===== src/rtl/PCIe_PKG.sv =====
// Shared PCIe transaction-layer constants.
package PCIe_PKG;
  localparam int PCIe_TL_TLP_PACKET_SIZE = 128;
endpackage


===== src/rtl/pcie_tl_vc_scheduler.sv =====
// Two-VC weighted round-robin TLP scheduler with per-VC credit tracking and a
// single registered output stage towards the data link layer.
module pcie_tl_vc_scheduler #(
  parameter int TLP_W    = PCIe_PKG::PCIe_TL_TLP_PACKET_SIZE,
  parameter int W_VC0    = 1,
  parameter int W_VC1    = 3,
  parameter int CRD_W    = 8,
  parameter int INIT_CRD = 4
) (
  input  logic             clk,
  input  logic             rst_n,
  input  logic             fc_valid_i,
  input  logic             vc0_empty_i,
  input  logic             vc1_empty_i,
  input  logic [TLP_W-1:0] vc0_rdata_i,
  input  logic [TLP_W-1:0] vc1_rdata_i,
  output logic             vc0_rden_o,
  output logic             vc1_rden_o,
  input  logic             crd_ret_vc0_i,
  input  logic             crd_ret_vc1_i,
  output logic             tlp_valid_o,
  output logic [TLP_W-1:0] tlp_o,
  output logic             tlp_vc_o,
  input  logic             tlp_ready_i,
  output logic [CRD_W-1:0] crd_vc0_o,
  output logic [CRD_W-1:0] crd_vc1_o
);

  localparam int W_MAX = (W_VC0 > W_VC1) ? W_VC0 : W_VC1;
  localparam int CNT_W = $clog2(W_MAX + 1);
  localparam logic [CNT_W-1:0] W0_C   = CNT_W'(W_VC0);
  localparam logic [CNT_W-1:0] W1_C   = CNT_W'(W_VC1);
  localparam logic [CNT_W-1:0] WMAX_C = CNT_W'(W_MAX);
  localparam logic [CRD_W-1:0] INIT_C = CRD_W'(INIT_CRD);

  // crd - grant + ret with the increment clamped at all-ones; grants never
  // reach a zero counter, so the extra bit only ever signals overflow.
  function automatic logic [CRD_W-1:0] crd_next(input logic [CRD_W-1:0] crd,
                                                input logic grant,
                                                input logic ret);
    logic [CRD_W:0] sum;
    sum = {1'b0, crd} + {{CRD_W{1'b0}}, ret} - {{CRD_W{1'b0}}, grant};
    crd_next = sum[CRD_W] ? {CRD_W{1'b1}} : sum[CRD_W-1:0];
  endfunction

  function automatic logic [CNT_W-1:0] cnt_inc(input logic [CNT_W-1:0] cnt);
    cnt_inc = (cnt == WMAX_C) ? cnt : cnt + CNT_W'(1);
  endfunction

  logic             cur_vc;
  logic [CNT_W-1:0] grant_cnt;
  logic             free_p0;
  logic             elig0_p0;
  logic             elig1_p0;
  logic             cur_elig_p0;
  logic             oth_elig_p0;
  logic [CNT_W-1:0] w_cur_p0;
  logic             grant_p0;
  logic             sel_vc_p0;

  // Stage p0: eligibility and arbitration, pops issued in the grant cycle
  always_comb begin
    free_p0     = !tlp_valid_o || tlp_ready_i;
    elig0_p0    = !vc0_empty_i && (crd_vc0_o != '0) && fc_valid_i;
    elig1_p0    = !vc1_empty_i && (crd_vc1_o != '0) && fc_valid_i;
    cur_elig_p0 = cur_vc ? elig1_p0 : elig0_p0;
    oth_elig_p0 = cur_vc ? elig0_p0 : elig1_p0;
    w_cur_p0    = cur_vc ? W1_C : W0_C;
    grant_p0    = 1'b0;
    sel_vc_p0   = cur_vc;
    // Gating on rst_n keeps the FIFOs untouched while reset is held.
    if (free_p0 && rst_n) begin
      if (cur_elig_p0 && ((grant_cnt < w_cur_p0) || !oth_elig_p0)) begin
        grant_p0 = 1'b1;
      end else if (oth_elig_p0) begin
        grant_p0  = 1'b1;
        sel_vc_p0 = !cur_vc;
      end
    end
    vc0_rden_o = grant_p0 && !sel_vc_p0;
    vc1_rden_o = grant_p0 && sel_vc_p0;
  end

  // Stage p1: output register, arbiter state and credit counters
  always_ff @(posedge clk or negedge rst_n) begin
    if (!rst_n) begin
      tlp_valid_o <= 1'b0;
      tlp_o       <= '0;
      tlp_vc_o    <= 1'b0;
      cur_vc      <= 1'b1;
      grant_cnt   <= '0;
      crd_vc0_o   <= INIT_C;
      crd_vc1_o   <= INIT_C;
    end else begin
      crd_vc0_o <= crd_next(crd_vc0_o, vc0_rden_o, crd_ret_vc0_i);
      crd_vc1_o <= crd_next(crd_vc1_o, vc1_rden_o, crd_ret_vc1_i);
      if (grant_p0) begin
        tlp_valid_o <= 1'b1;
        tlp_o       <= sel_vc_p0 ? vc1_rdata_i : vc0_rdata_i;
        tlp_vc_o    <= sel_vc_p0;
        if (sel_vc_p0 == cur_vc) begin
          grant_cnt <= cnt_inc(grant_cnt);
        end else begin
          cur_vc    <= sel_vc_p0;
          grant_cnt <= CNT_W'(1);
        end
      end else if (tlp_ready_i) begin
        tlp_valid_o <= 1'b0;
      end
    end
  end

endmodule


===== config.mk =====
export PLATFORM = sky130hd
export DESIGN_NAME = pcie_tl_vc_scheduler
export DESIGN_NICKNAME = d
export VERILOG_FILES = /design/src/rtl/PCIe_PKG.sv /design/src/rtl/pcie_tl_vc_scheduler.sv
export SDC_FILE = /design/constraint.sdc
export NUM_CORES = 1
export LEC_CHECK = 0
export CAP_MARGIN = 20
export CORE_AREA = 2 2 160 162
export DETAILED_ROUTE_END_ITERATION = 8
export DIE_AREA = 0 0 162 164
export PLACE_DENSITY = 0.7
export SYNTH_ARGS = -nofsm -noshare
export SYNTH_HDL_FRONTEND = slang
export SYNTH_SLANG_ARGS = --single-unit

===== constraint.sdc =====
create_clock -name clk -period 4.31 [get_ports clk]
set_input_delay 0.862 -clock clk [delete_from_list [all_inputs] [get_ports clk]]
set_output_delay 0.862 -clock clk [all_outputs]
set_load 0.01 [all_outputs]

; After elaboration in Yosys (flattened, before gate mapping)
; Index checks and enable logic that the tools add are counted.
[op_classes]
n_eq_ne = 3
n_reduce_logical = 21
bitwise_logic = 1
order_cmp = 1
n_mux = 16
add_sub_neg = 5
[op_table]
columns = cell, count
row1 = 128-bit two-way mux, 1
row2 = 8-bit by 1-bit adder with 9-bit output, 2
row3 = 9-bit by 1-bit subtractor with 9-bit output, 2
row4 = 8-bit two-way mux, 2
row5 = 8-bit nonzero test, 2
row6 = 1-bit two-way mux, 10
row7 = 1-bit logical AND, 8
row8 = 1-bit zero test, 6
row9 = 2-bit two-way mux, 3
row10 = 2-bit AND reduction, 2
row11 = 2-bit by 1-bit adder with 2-bit output (second input constant), 1
row12 = 2-bit equality test (second input constant), 1
row13 = 1-bit logical OR, 2
row14 = 2-bit less-than comparator, 1
row15 = 2-bit != test (second input constant), 1
row16 = 2-bit nonzero test, 1
row17 = 1-bit equality test, 1
row18 = 1-bit NOT, 1
[totals]
output_inout_bits = 148
in_bits = 264
wordCells = 54
register_bits = 149

; Depth between registers and ports, before layout
[depth]
ltp_word = 13
ltp_mapped = 17
mapped_depth_nobuf = 17

; Worst setup path after synthesis
; OpenSTA, ideal clock, no wires.
[synth_path]
path_type = reg-to-reg
startpoint = reg crd_vc0_o[2]
endpoint = reg crd_vc0_o[0]
setup_ns = 0.069
slack_ns = 0.361
t_arrival_ns = 3.880
synth_period_minus_slack_ns = 3.949
path_stages_with_launch = 18
path_cell_list = dfstp_2 inv_1 ha_1 nor3b_2 a311oi_4 nand2_1 a21oi_1 ha_1 inv_1 ha_1 inv_1 fa_1 nand2b_1 a21oi_1 o21ai_0 a211o_1 a311o_1 nand2b_1
[synth_between]
elab_chain_cells = 13
elab_cells_between_ends = 19
[synth_lines]
columns = item, line_no
row1 = from (decl), pcie_tl_vc_scheduler.sv:25  ; output logic [CRD_W-1:0] crd_vc0_o,
row2 = from (signal assigned), pcie_tl_vc_scheduler.sv:95  ; crd_vc0_o <= crd_next(crd_vc0_o, vc0_rden_o, crd_ret_vc0_i);
row3 = 8-bit nonzero test *, pcie_tl_vc_scheduler.sv:64  ; elig0_p0 = !vc0_empty_i && (crd_vc0_o != '0) && fc_valid_i;
row4 = 1-bit logical AND * (2 in a row), pcie_tl_vc_scheduler.sv:64
row5 = 1-bit two-way mux, pcie_tl_vc_scheduler.sv:67  ; oth_elig_p0 = cur_vc ? elig0_p0 : elig1_p0;
row6 = 1-bit zero test, pcie_tl_vc_scheduler.sv:73  ; if (cur_elig_p0 && ((grant_cnt < w_cur_p0) || !oth_elig_p0)) begin
row7 = 1-bit logical OR, pcie_tl_vc_scheduler.sv:73
row8 = 1-bit logical AND, pcie_tl_vc_scheduler.sv:73
row9 = 1-bit two-way mux, pcie_tl_vc_scheduler.sv:73
row10 = 1-bit two-way mux, pcie_tl_vc_scheduler.sv:72  ; if (free_p0 && rst_n) begin
row11 = 1-bit zero test, pcie_tl_vc_scheduler.sv:80  ; vc0_rden_o = grant_p0 && !sel_vc_p0;
row12 = 1-bit logical AND *, pcie_tl_vc_scheduler.sv:80
row13 = net vc0_rden_o, pcie_tl_vc_scheduler.sv:17  ; output logic vc0_rden_o,
row14 = 9-bit by 1-bit subtractor with 9-bit output *, pcie_tl_vc_scheduler.sv:42  ; sum = {1'b0, crd} + {{CRD_W{1'b0}}, ret} - {{CRD_W{1'b0}}, grant};
row15 = 8-bit two-way mux *, pcie_tl_vc_scheduler.sv:43  ; crd_next = sum[CRD_W] ? {CRD_W{1'b1}} : sum[CRD_W-1:0];
; The timed path passes the listed nets; every way through them passes the cells marked *.
; A chain may end at the register's enable or synchronous reset.

; Worst setup path after layout
[layout_path]
startpoint = reg cur_vc
endpoint = reg crd_vc1_o[2]
[layout_between]
elab_chain_cells = 9
elab_cells_between_ends = 17
[layout_lines]
columns = item, line_no
row1 = from (decl), pcie_tl_vc_scheduler.sv:50  ; logic cur_vc;
row2 = from (signal assigned), pcie_tl_vc_scheduler.sv:104  ; cur_vc <= sel_vc_p0;
row3 = 2-bit two-way mux / 1-bit two-way mux (equally long branches), "pcie_tl_vc_scheduler.sv:68, pcie_tl_vc_scheduler.sv:67"
row4 = 2-bit less-than comparator / 1-bit zero test (equally long branches), pcie_tl_vc_scheduler.sv:73
row5 = 1-bit logical OR, pcie_tl_vc_scheduler.sv:73
row6 = 1-bit logical AND, pcie_tl_vc_scheduler.sv:73
row7 = 1-bit two-way mux, pcie_tl_vc_scheduler.sv:73
row8 = 1-bit two-way mux, pcie_tl_vc_scheduler.sv:72
row9 = 1-bit logical AND *, pcie_tl_vc_scheduler.sv:81  ; vc1_rden_o = grant_p0 && sel_vc_p0;
row10 = 9-bit by 1-bit subtractor with 9-bit output *, pcie_tl_vc_scheduler.sv:42
row11 = 8-bit two-way mux *, pcie_tl_vc_scheduler.sv:43
row12 = to (signal assigned), pcie_tl_vc_scheduler.sv:96  ; crd_vc1_o <= crd_next(crd_vc1_o, vc1_rden_o, crd_ret_vc1_i);
row13 = to (decl), pcie_tl_vc_scheduler.sv:26  ; output logic [CRD_W-1:0] crd_vc1_o
; Every way passes the cells marked *; elsewhere a longest branch is shown, timed or not.

==> summary.md <==
| Metric | Value |
|---|---|
| Vias in the first global route | `8027` |
| Post-synthesis async set-or-reset flop share | `100%` |
| CP startpoint kind | `flop` |
| Syn nets | `about 1200` |
| Max Root-Sink Buffers | `2` |
| Status | `completed` |
| Worst slew pin tran | `870 ps` |
| Area leader, netlist | `dfrtp_1` |
| Setup slack, reg-to-reg | `between 200 and 300 ps` |
| Vias per cell | `4.98` |
| DR vias | `8119` |
| Core Box Area | `0.0248 mm2` |
| Max VDD drop | `about 0.00044 V` |
| First-pass GRT wire length | `43400 um` |
| Chip width | `162 um` |
| Post-synth top area share | `between 40% and 50%` |
| Most area-consuming cells after synthesis | `dfrtp_1 (42%), o211ai_2 (18%), nand2_1 (12%), nand3_1 (7.5%), ha_1 (3.8%)` |
| Final Hold Viols | `0` |
| Post-DR wirelength/cell | `17.5 um` |
| Fmax | `0.249 GHz` |
| Reg-to-Reg Start | `cur_vc` |
| Max Slew Vio Count | `0` |
| R2r endpoint | `crd_vc1_o[2]` |
| Initial core utilization | `a little over a third` |
| CTS tree | `yes` |
| Root buf cell | `clkbuf_16` |
| Iter 0 DRT Violations | `496` |
| Slowest cell delay on critical path | `approximately 600 ps` |
| Filler cells | `2224` |
| Post-Route WL | `between 20000 and 30000 um` |
| Post-synth EDFFs | `0` |
| # placed instances | `around 1600` |
| Initial antenna violation count | `3` |
| Crit share post-route | `93.3%` |
| CP endpoint kind | `flop` |
| Final Core Density | `between 50% and 60%` |
| Cells after Synth | `around 900` |
| Top FF cell, synth | `dfrtp_1` |
| Ys Warns | `0` |
| Arrival time worst endpoint | `4370 ps` |
| Critical Path, Cell by Cell | `inv_1, ha_1, a21oi_1, xnor2_1, and2b_1, nor2_1, ha_1, inv_1, ha_1, inv_1, fa_1, nor2b_1, o21bai_1, a211oi_2, a211oi_1, o2bb2ai_1, buf_4, o21ai_0` |
| Yosys cell types | `45` |
| IO Pins | `~410` |
| Layout cell share with drive strength beyond 1 | `between 10 and 15%` |
| DRT Pass-1 Iters | `5` |
| Gr usage total | `20.8%` |
| Clk slew on worst S/H paths | `70 ps` |
| Critical-path maximum fanout | `5` |
| Worst Path Required | `~4700 ps` |
| Syn avg cell area | `around 9.6 um2` |
| Register area share after synthesis | `43.3%` |
| Port Buf Inserts | `just over 400` |
| Area grow syn2layout | `56.9%` |
| Nets | `1573` |
| CP Buf/Inv Count | `4` |
| Hpwl dp | `20800 um` |
| Critical-path top delay cell | `dfstp_2` |
| Non-filler cells in the finished layout | `1629` |
| Crit path max-delay family | `compound AO/OA/AOI/OAI gates` |
| Worst r2r path cells | `18` |
| Max-Slew Margin vs Limit | `42.0%` |
| Pwr/cell area | `539 mW/mm2` |
| Die height | `164 um` |
| Min-delay worst type | `in -> async` |
| Largest net degree at the start of global routing | `between 100 and 150` |
| Worst-Skew Late Latency | `about 430 ps` |
| # setup viols final | `0` |
| Post-synthesis instance area | `about 0.0086 mm2` |
| Core Rows | `58` |
| Critical path type | `reg -> reg` |
| Htree depth | `4` |
| Post-route minimum period | `4020 ps` |
| Total die area | `0.0266 mm2` |
| GPL Wtd Cong | `0.812` |
| CTS buffer count | `17` |
| MaxCap Viol Count | `0` |
| Clock skew | `12.8 ps` |
| CTS sink cnt | `approximately 150` |
| DRT antenna net count | `0` |
| #FFs+latches synth | `149` |
| Gr ovfl total | `0` |
| Pleak | `5.75 nW` |
| # DRC | `0` |
-- stage by stage --
stage	hold slack, ps	total power [W]	area (um2)	TNS [ps]	setup WS, ps
finish	456	0.00728	13500	0	288
global route	451	0.00779	13500	-22.4	-19.2
CTS	448	0.00735	13500	0	211
detailed placement	468	0.00577	12900	-1410	-110
global placement	465	0.00570	12900	0	31.4
floorplan	527	0.00418	8610	0	361
-- worst max path at each step --
stage,from,end,cells past startpoint
after floorplan,crd_vc0_o[2],crd_vc0_o[0],17
after global placement,fc_valid_i,crd_vc1_o[2],18
after detailed placement,fc_valid_i,crd_vc1_o[2],18
after CTS,cur_vc,crd_vc1_o[2],18
after global routing,cur_vc,crd_vc1_o[2],18
final,cur_vc,crd_vc1_o[2],18
-- what timing repair did --
item,CTS,global route
hold buffers,0,0
endpoints found under the setup margin,0,8
gates resized for setup,0,1
buffers inserted,0,0
-- cells in the final DEF (no fill, tap or decap), drive strengths merged, types with 3 or more instances in the layout --
| master | instances |
|---|---|
| clkdlybuf4s50 | 410 |
| nand2 | 278 |
| dfrtp | 146 |
| o211ai | 130 |
| nand3 | 129 |
| inv | 36 |
| ha | 26 |
| buf | 22 |
| clkbuf | 19 |
| nor2 | 14 |
| a21oi | 13 |
| xnor2 | 7 |
| nand2b | 7 |
| o21ai | 7 |
| diode | 5 |
| xor2 | 5 |
| a211oi | 5 |
| clkinvlp | 4 |
| nor3 | 3 |
| dfstp | 3 |
| clkinv | 3 |
-- registers in the layout (all words and copies together) (netlist names) --
register     cells
crd_vc0_o        8
crd_vc1_o        8
cur_vc           1
grant_cnt        2
tlp_o          128
tlp_valid_o      1
tlp_vc_o         1
-- where the power goes --
part / total (W) / internal (W) / switching [W] / leakage [nW]
logic: 0.00357 / 0.00180 / 0.00177 / 3.66
registers: 0.00218 / 0.00189 / 0.000293 / 1.82
clock network: 0.00153 / 0.000878 / 0.000654 / 0.277
-- worst reg2reg max path, stage by stage, from the launching register on --
cell and delay (ps):
dfstp_2 600, inv_1 80, ha_1 290, a21oi_1 260, xnor2_1 180, and2b_1 240
nor2_1 200, ha_1 260, inv_1 60, ha_1 160, inv_1 60, fa_1 370
nor2b_1 160, o21bai_1 120, a211oi_2 300, a211oi_1 130, o2bb2ai_1 200, buf_4 170
o21ai_0 100
-- routing by layer --
layer | up-vias | share of wire (%) | GRT usage, % | routed length [um]
li1 | 3886 | - | - | -
met1 | 3918 | 42 | 25.5 | 11900
met2 | 277 | 49 | 34.9 | 14000
met3 | 38 | 6.6 | 6.31 | 1890
met4 | 0 | 2.6 | 7.00 | 749
met5 | - | 0 | 0 | 0
-- cell families after synthesis --
| logic type | Yosys count | synth area share (%) |
|---|---|---|
| AOI/OAI and AO/OA | 167 | 22.0 |
| DFF | 149 | 43.3 |
| adders and majority gates | 28 | 4.24 |
| buffers and inverters | 104 | 7.16 |
| xor gates and xnor gates | 12 | 1.22 |
| and+or+nand+nor | 442 | 22.0 |
-- cells in the mapped netlist, types with 3 or more instances --
master,number
buf_2,31
clkbuf_1,9
o21ai_0,6
a21oi_1,13
o211ai_2,126
dfrtp_1,146
inv_1,32
nor2_1,14
buf_6,19
xnor2_1,7
nand2b_1,7
o211ai_1,4
nand2_1,277
dfstp_2,3
xor2_1,5
nand3_1,129
nor3_1,3
a211oi_1,4
buf_4,12
ha_1,26
-- cell type report --
type	instances	area (um2)	area share [%]
Antenna cell	5	12.5	0.0926
Clock buffer	19	443	3.28
Clock inverter	13	148	1.09
Inverter	32	120	0.889
Multi-Input combinational cell	649	4290	31.7
Sequential cell	149	3730	27.6
Tap cell	330	413	3.06
Timing Repair Buffer	432	4360	32.3
(Power assumes the default switching activity.)
